==> src/rtl/sprite_cmd_scheduler.sv <==
// rtl/sprite_cmd_scheduler.sv - FIFO-buffered command issuer that defers buffer swaps to vertical blanking
//
// Purpose:
//   Buffers 32-bit command words from the host write port and broadcasts them
//   one per cycle on the shared sprite/background command bus. Flush/swap
//   commands (info == FLUSH_INFO) are held at the head of the queue until
//   vertical blanking, and at most one flush is issued per frame. The block
//   also tracks which buffer is active and how many frames were presented.
//
// Ports:
//   clk_i            system clock
//   reset_i          synchronous active-low reset
//   write_i          host write strobe, writedata_i valid this cycle
//   writedata_i      command word {component[31:26], child[25:21], info[20:17],
//                    type[16:14], buffer[13], data[12:0]}
//   vcount_i         current VGA line
//   cmd_out_o        command word to display components (all zeros when idle)
//   cmd_valid_o      cmd_out_o carries a real command this cycle
//   active_buffer_o  buffer bit of the last issued flush
//   fifo_full_o      queue holds DEPTH entries
//   overflow_o       sticky, a write was dropped because the queue was full
//   frame_count_o    number of flushes issued, wraps at 16'hFFFF

module sprite_cmd_scheduler #(
  parameter int unsigned DEPTH        = 16,
  parameter logic [9:0]  VBLANK_START = 10'd480,
  parameter logic [9:0]  V_TOTAL      = 10'd525,
  parameter logic [3:0]  FLUSH_INFO   = 4'hF
) (
  input  logic        clk_i,
  input  logic        reset_i,
  input  logic        write_i,
  input  logic [31:0] writedata_i,
  input  logic [9:0]  vcount_i,
  output logic [31:0] cmd_out_o,
  output logic        cmd_valid_o,
  output logic        active_buffer_o,
  output logic        fifo_full_o,
  output logic        overflow_o,
  output logic [15:0] frame_count_o
);

  localparam int unsigned PW = $clog2(DEPTH);
  localparam int unsigned CW = PW + 1;
  localparam logic [CW-1:0] DEPTH_C = CW'(DEPTH);

  typedef enum logic [0:0] {
    ST_ISSUE       = 1'b0,
    ST_WAIT_VBLANK = 1'b1
  } state_e;

  // Queue storage and bookkeeping
  logic [31:0]   mem_q [DEPTH];
  logic [PW-1:0] wr_ptr_q;
  logic [PW-1:0] rd_ptr_q;
  logic [CW-1:0] count_q;
  logic [CW-1:0] count_d;

  // Control and registered outputs
  state_e        state_q;
  logic          armed_q;
  logic [31:0]   cmd_out_q;
  logic          cmd_valid_q;
  logic          active_buffer_q;
  logic          fifo_full_q;
  logic          overflow_q;
  logic [15:0]   frame_count_q;

  logic [31:0]   head;
  logic          head_is_flush;
  logic          fifo_empty;
  logic          fifo_at_depth;
  logic          in_vblank;
  logic          active_line;
  logic          pop;
  logic          push;
  logic          drop;

  assign head          = mem_q[rd_ptr_q];
  assign head_is_flush = (head[20:17] == FLUSH_INFO);
  assign fifo_empty    = (count_q == '0);
  assign fifo_at_depth = (count_q == DEPTH_C);
  assign in_vblank     = (vcount_i >= VBLANK_START) && (vcount_i < V_TOTAL);
  assign active_line   = (vcount_i < VBLANK_START);

  // Pop decision mirrors the issue branches of the state machine below:
  // normal heads leave immediately in ISSUE, a flush only leaves from
  // WAIT_VBLANK once blanking has started on an armed frame.
  always_comb begin
    pop = 1'b0;
    if (!fifo_empty) begin
      if (state_q == ST_ISSUE) begin
        pop = !head_is_flush;
      end else begin
        pop = in_vblank && armed_q;
      end
    end
    // A pop frees a slot in the same cycle, so a write into a full queue is
    // still accepted when the head leaves.
    push = write_i && (!fifo_at_depth || pop);
    drop = write_i && fifo_at_depth && !pop;

    count_d = count_q;
    if (push && !pop) begin
      count_d = count_q + 1'b1;
    end else if (pop && !push) begin
      count_d = count_q - 1'b1;
    end
  end

  // Storage array is not reset: pointers and count define what is valid.
  always_ff @(posedge clk_i) begin
    if (push) begin
      mem_q[wr_ptr_q] <= writedata_i;
    end
  end

  always_ff @(posedge clk_i) begin
    if (!reset_i) begin
      wr_ptr_q        <= '0;
      rd_ptr_q        <= '0;
      count_q         <= '0;
      state_q         <= ST_ISSUE;
      armed_q         <= 1'b0;
      cmd_out_q       <= 32'h0;
      cmd_valid_q     <= 1'b0;
      active_buffer_q <= 1'b0;
      fifo_full_q     <= 1'b0;
      overflow_q      <= 1'b0;
      frame_count_q   <= 16'h0;
    end else begin
      // Pointer width equals log2(DEPTH), so increments wrap naturally.
      if (push) begin
        wr_ptr_q <= wr_ptr_q + 1'b1;
      end
      if (pop) begin
        rd_ptr_q <= rd_ptr_q + 1'b1;
      end
      count_q     <= count_d;
      fifo_full_q <= (count_d == DEPTH_C);

      if (drop) begin
        overflow_q <= 1'b1;
      end

      // Re-arm only on a visible line; blanking and active lines are
      // disjoint, so this never races with the clear on flush issue.
      if (active_line) begin
        armed_q <= 1'b1;
      end

      case (state_q)
        ST_ISSUE: begin
          if (fifo_empty) begin
            cmd_out_q   <= 32'h0;
            cmd_valid_q <= 1'b0;
          end else if (head_is_flush) begin
            // Flush stays queued; everything behind it waits too.
            state_q     <= ST_WAIT_VBLANK;
            cmd_out_q   <= 32'h0;
            cmd_valid_q <= 1'b0;
          end else begin
            cmd_out_q   <= head;
            cmd_valid_q <= 1'b1;
          end
        end

        ST_WAIT_VBLANK: begin
          if (in_vblank && armed_q) begin
            cmd_out_q       <= head;
            cmd_valid_q     <= 1'b1;
            active_buffer_q <= head[13];
            frame_count_q   <= frame_count_q + 16'd1;
            armed_q         <= 1'b0;
            state_q         <= ST_ISSUE;
          end else begin
            // Idle word must be all zeros: consumers decode info blindly.
            cmd_out_q   <= 32'h0;
            cmd_valid_q <= 1'b0;
          end
        end

        default: begin
          state_q     <= ST_ISSUE;
          cmd_out_q   <= 32'h0;
          cmd_valid_q <= 1'b0;
        end
      endcase
    end
  end

  assign cmd_out_o       = cmd_out_q;
  assign cmd_valid_o     = cmd_valid_q;
  assign active_buffer_o = active_buffer_q;
  assign fifo_full_o     = fifo_full_q;
  assign overflow_o      = overflow_q;
  assign frame_count_o   = frame_count_q;

endmodule

==> config.mk <==
export PLATFORM = sky130hd
export DESIGN_NAME = sprite_cmd_scheduler
export DESIGN_NICKNAME = d
export VERILOG_FILES = /design/src/rtl/sprite_cmd_scheduler.sv
export SDC_FILE = /design/constraint.sdc
export NUM_CORES = 1
export LEC_CHECK = 0
export ABC_AREA = 0
export BUFFER_PORTS_ARGS = -buffer_cell sky130_fd_sc_hd__buf_4
export CAP_MARGIN = 20
export CELL_PAD_IN_SITES_DETAIL_PLACEMENT = 1
export CELL_PAD_IN_SITES_GLOBAL_PLACEMENT = 1
export CORE_MARGIN = 4
export CORE_UTILIZATION = 54
export DETAILED_ROUTE_END_ITERATION = 8
export GPL_TIMING_DRIVEN = 1
export PLACE_DENSITY = 0.8
export SETUP_SLACK_MARGIN = 0.4
export SYNTH_ARGS = -nofsm -noshare
export SYNTH_HDL_FRONTEND = slang
export SYNTH_SLANG_ARGS = --single-unit
==> constraint.sdc <==
create_clock -name clk_i -period 6.05 [get_ports clk_i]
set_input_delay 0.3025 -clock clk_i [delete_from_list [all_inputs] [get_ports clk_i]]
set_output_delay 0.3025 -clock clk_i [all_outputs]
set_load 0.1 [all_outputs]
# Yosys cells after proc, flatten, opt, wreduce, memory -nomap -nowiden
# Memories as Yosys holds them, arrays and structs flattened. A register that Yosys moved wholly into a read port is not among the register bits.
# Cells that the tools add are included.
# Widths: inputs -> output; s select.
[word_totals]
elab_cells = 61
inputBits = 45
regBits = 67
ramBits = 512
memories = 1
output_inout_bits = 52
[memory_table]
columns = ["name", "depth", "width", "read_ports", "rd_ports_with_merged_regs", "write_ports", "line_no", "rtl"]
rows = [
  ["mem_q", 16, 32, 1, 1, 1, "53", "logic [31:0] mem_q [DEPTH];"],
]
[op_classes]
n_reduce_logical = 14
n_lt_le_gt_ge = 3
n_addsub = 5
bitwise = 1
muxes = 23
eq_ne = 3
[ops]
columns = ["op", "n"]
rows = [
  ["$mux 32", 3],
  ["$pmux 32 s2", 1],
  ["$add 16x1->16 const B", 1],
  ["$mux 1", 13],
  ["$eq 5x5->1 const B", 2],
  ["$ge 10x9->1 const B", 1],
  ["$lt 10x10->1 const B", 1],
  ["$lt 10x9->1 const B", 1],
  ["$mux 5", 2],
  ["$add 4x1->4 const B", 2],
  ["$mux 4", 2],
  ["$logic_and 1x1->1", 7],
  ["$add 5x1->5 const B", 1],
  ["$logic_not 5->1", 1],
  ["$sub 5x1->5 const B", 1],
  ["$eq 4x4->1 const B", 1],
  ["$logic_not 1->1", 4],
  ["$pmux 1 s2", 2],
  ["$reduce_and 2->1", 1],
  ["$logic_or 1x1->1", 1],
  ["$not 1->1", 1],
]

# Longest topological paths before layout
[logic_depth]
depth_word = 12
ltp_mapped = 12
ltp_nobuf = 9

# Least setup slack after synthesis
# Ideal clock, no wire load.
[synth_timing]
kind = "register to register"
startpoint = "reg (tool-made name)"
endpoint = "mem mem_q[0][0] (enable)"
arrival_ns = 4.367
synth_period_minus_slack_ns = 4.829
path_stages_with_launch = 12
setup_time_ns = 0.461
slack_ns = 1.221
required_ns = 5.589
n_path_buf = 3
path_cell_list = "dfxtp_1 -> buf_6 -> buf_12 -> mux4_2 -> a22oi_1 -> nand3_1 -> and2_4 -> a21o_1 -> buf_6 -> a21boi_2 -> nand2_1 -> nor3_1"
[synth_rtl]
columns = ["element", "line_no"]
rows = [
  ["to (decl)", "53"],
]

==> results.yml <==
synthesis:
  yosys.area_share.simple: 0.0408
  synth_cells: 1037
  synth_xor_area_frac: 0.00911
  syn_area_per_cell_um2: 21.3
  synth-seq-cells: 583
  synthMuxAreaShare: 0.160
  synth_cell_types: 50
  synth_edf_count: 512
  ys_seq_area_frac: 0.759
  synth_flop_cell: "edfxtp_1"
  yosys.area_share.adder: 0.00453
  syn_area_um2: 22100
  synth_compound_area_frac: 0.0128
  synth_warnings: 0
  async_reset_ff_frac: 0
  synth_top_family_by_area: "multiplexers"
  syn_nets: 1090
sta:
  maxSlewHeadroom: 0.300
  tightestPinTransition_ps: 1050
  hold_viol: 0
  setup_viol_count_final: 0
  min_period_ps: 4750
  max_freq_ghz: 0.211
  skew_ps: 25.6
  period_share: 0.785
  rsz0062_at_grt: "false"
  fin_tns_setup_ps: 0
  final_max_slew_viol_count: 0
worst_setup_path:
  critPathMaxFanout: 67
  arrival_ps: 4970
  cp_cell_sequence: "mux4_2 > a22oi_1 > and3_1 > a21oi_2 > a21o_1 > a21boi_2 > nand2_1 > nor3_2 > buf_4"
  slowest_stage: "dfxtp_4"
  slowest_delay_ps: 1040
  timing_worst_setup_path_type: "reg2reg"
  crit_cells: 9
  r2r_cells: 9
  required_ps: 6270
  crit_buf_inv: 1
  end_kind: "flop"
  worstSetupStartpointType: "flop"
  cp_top_family: "simple AND/OR/NAND/NOR gates"
  crit_end: "mem_q[1][14]"
  worst_r2r_endpoint: "mem_q[1][14]"
  reg2reg_slack_ps: 1300
clock_tree:
  path_clk_slew_ps: 70
  htree_levels: 2
  numCtsBuffers: 56
  cts_root_buf: "clkbuf_16"
  clock_sinks: 583
  clkLatencyLatePin_ps: 600
  cts_tree: "yes"
  clockBufferDepth: 3
placement:
  hpwl_um: 29300
  numPortBuffers: 96
  gp_congestion: 0.777
layout:
  final_common_cell: "edfxtp_1"
  n_antenna_cell: 0
  seqCellArea_um2: 16800
  areaGrowthSynthToFinish_pct: 15.5
  nets: 1226
  multi_input_area_um2: 5150
  drive_gt1_frac: 0.310
  mostFrequentLayoutCells: "512 x edfxtp_1, 152 x mux4_2, 109 x buf_4, 67 x dfxtp_1, 57 x clkbuf_16"
  num-fill-cells: 3281
detailed_routing:
  wire_per_inst_um: 29.3
  via_count: 10711
  drt-total-wl_um: 51100
  drtAntennaViolNets: 0
  drt_iter0_drc: 1280
  vias_per_cell: 6.15
  dr.pass1.iters: 5
  drc: 0
floorplan:
  die_h_um: 210
  io_pins: 97
  die_area_um2: 44300
  start_util: 0.552
  coreArea_um2: 40100
  rows: 73
  fp.dieW_um: 210
global_route:
  grt_pass1_wl_um: 77600
  antenna_found_initial: 0
  grt_pass1_vias: 11641
  grt_use_met1: 0.341
  grt_usage: 0.237
  grt_start_max_net_pins: 68
  grt.met3_usage: 0.0348
  grt_overflow_total: 0
  busiest_layer: "met2"
  met2_usage: 0.393
flow_run:
  maxCapViolCount: 0
run_status:
  status: "finished, final reports clean"
power:
  vdd_drop_max_mv: 0.366
  power_density_nw_per_um2: 423
  total_power_mw: 10.8
  total_leakage_power_nw: 8.18
worst_hold_path:
  hp-class: "in2reg"
## cells by family after synthesis
kind of cell / count (synthesis)
adders and majority gates: 8
DFF: 583
xor gates and xnor gates: 23
buffers and inverters: 58
muxes: 164
and+or+nand+nor: 166
AOI/OAI and AO/OA: 35
## synth_stat cells (3+ instances only)
cell	number	area (um2)
a22oi_1	5	37.5
nor2b_1	40	250
o211ai_1	4	30.0
mux2i_1	12	120
buf_2	13	65.1
a21boi_0	3	22.5
nand3_1	15	75.1
dfxtp_1	71	1420
xor2_1	5	43.8
nor2_1	26	97.6
o21ai_0	4	20.0
ha_1	8	100
mux4_2	152	3420
and2_1	25	156
nand4_1	13	81.3
nand2_1	21	78.8
clkbuf_1	30	113
xnor2_1	18	158
inv_1	8	30.0
nor3_1	8	40.0
and3_1	4	25.0
or3_1	5	31.3
edfxtp_1	512	15400
## metal layers
metal / vias up / part of all wire
li1: 4512 / -
met1: 5645 / 0.40
met2: 489 / 0.51
met3: 65 / 0.074
met4: 0 / 0.018
met5: - / 0
## report_power, final
| part | internal (mW) | total (mW) | switching (mW) |
|---|---|---|---|
| registers | 4.54 | 4.74 | 0.198 |
| clock network | 1.91 | 3.37 | 1.45 |
| logic | 1.07 | 2.69 | 1.62 |
| total | 7.52 | 10.8 | 3.27 |
## timing repair
item / in CTS / in global routing
hold buffers: 7 / 0
gates resized for setup: 0 / 0
hold endpoints to repair: 88 / 0
setup buffers: 0 / 0
## area by class of cell
cell class	count	area share
well taps	525	0.0257
multi-input cells	396	0.202
repair buffers	128	0.0451
clock inverters	24	0.00735
flip-flops and latches	583	0.658
inverters	8	0.00118
clock buffers	79	0.0610
## how the worst min path moves through the flow
| stage | start | endpoint | slack, ps | cells after the start |
|---|---|---|---|---|
| final | writedata_i[1] | mem_q[10][1] | 30 | 1 |
| after global routing | writedata_i[1] | mem_q[10][1] | 30 | 1 |
| after CTS | writedata_i[28] | mem_q[4][28] | 2 | 1 |
| after detailed placement | overflow_o | overflow_o | 460 | 1 |
| after global placement | overflow_o | overflow_o | 460 | 1 |
| after floorplan | writedata_i[0] | mem_q[0][0] | 400 | 0 |
## flip-flops by register name (all words and copies together) (netlist names), named ones only
register         count
mem_q              512
cmd_out_o           32
frame_count_o       16
count_q              5
rd_ptr_q             4
wr_ptr_q             4
active_buffer_o      1
armed_q              1
cmd_valid_o          1
fifo_full_o          1
overflow_o           1
state_q              1
## through the flow
stage / cell area, um2 / std cells / hold WS [ps] / util / setup WS (ps)
final: 25500 / 1743 / 28.3 / 0.637 / 1300
after global routing: 25500 / 1743 / 33.0 / 0.637 / 1050
after CTS: 25500 / 1742 / 1.94 / 0.636 / 947
after detailed placement: 23700 / 1632 / 457 / 0.591 / 1090
after global placement: 23500 / 1621 / 460 / 0.585 / 1210
after floorplan: 22100 / 1037 / 401 / - / 1220
(Power assumes the default switching activity.)
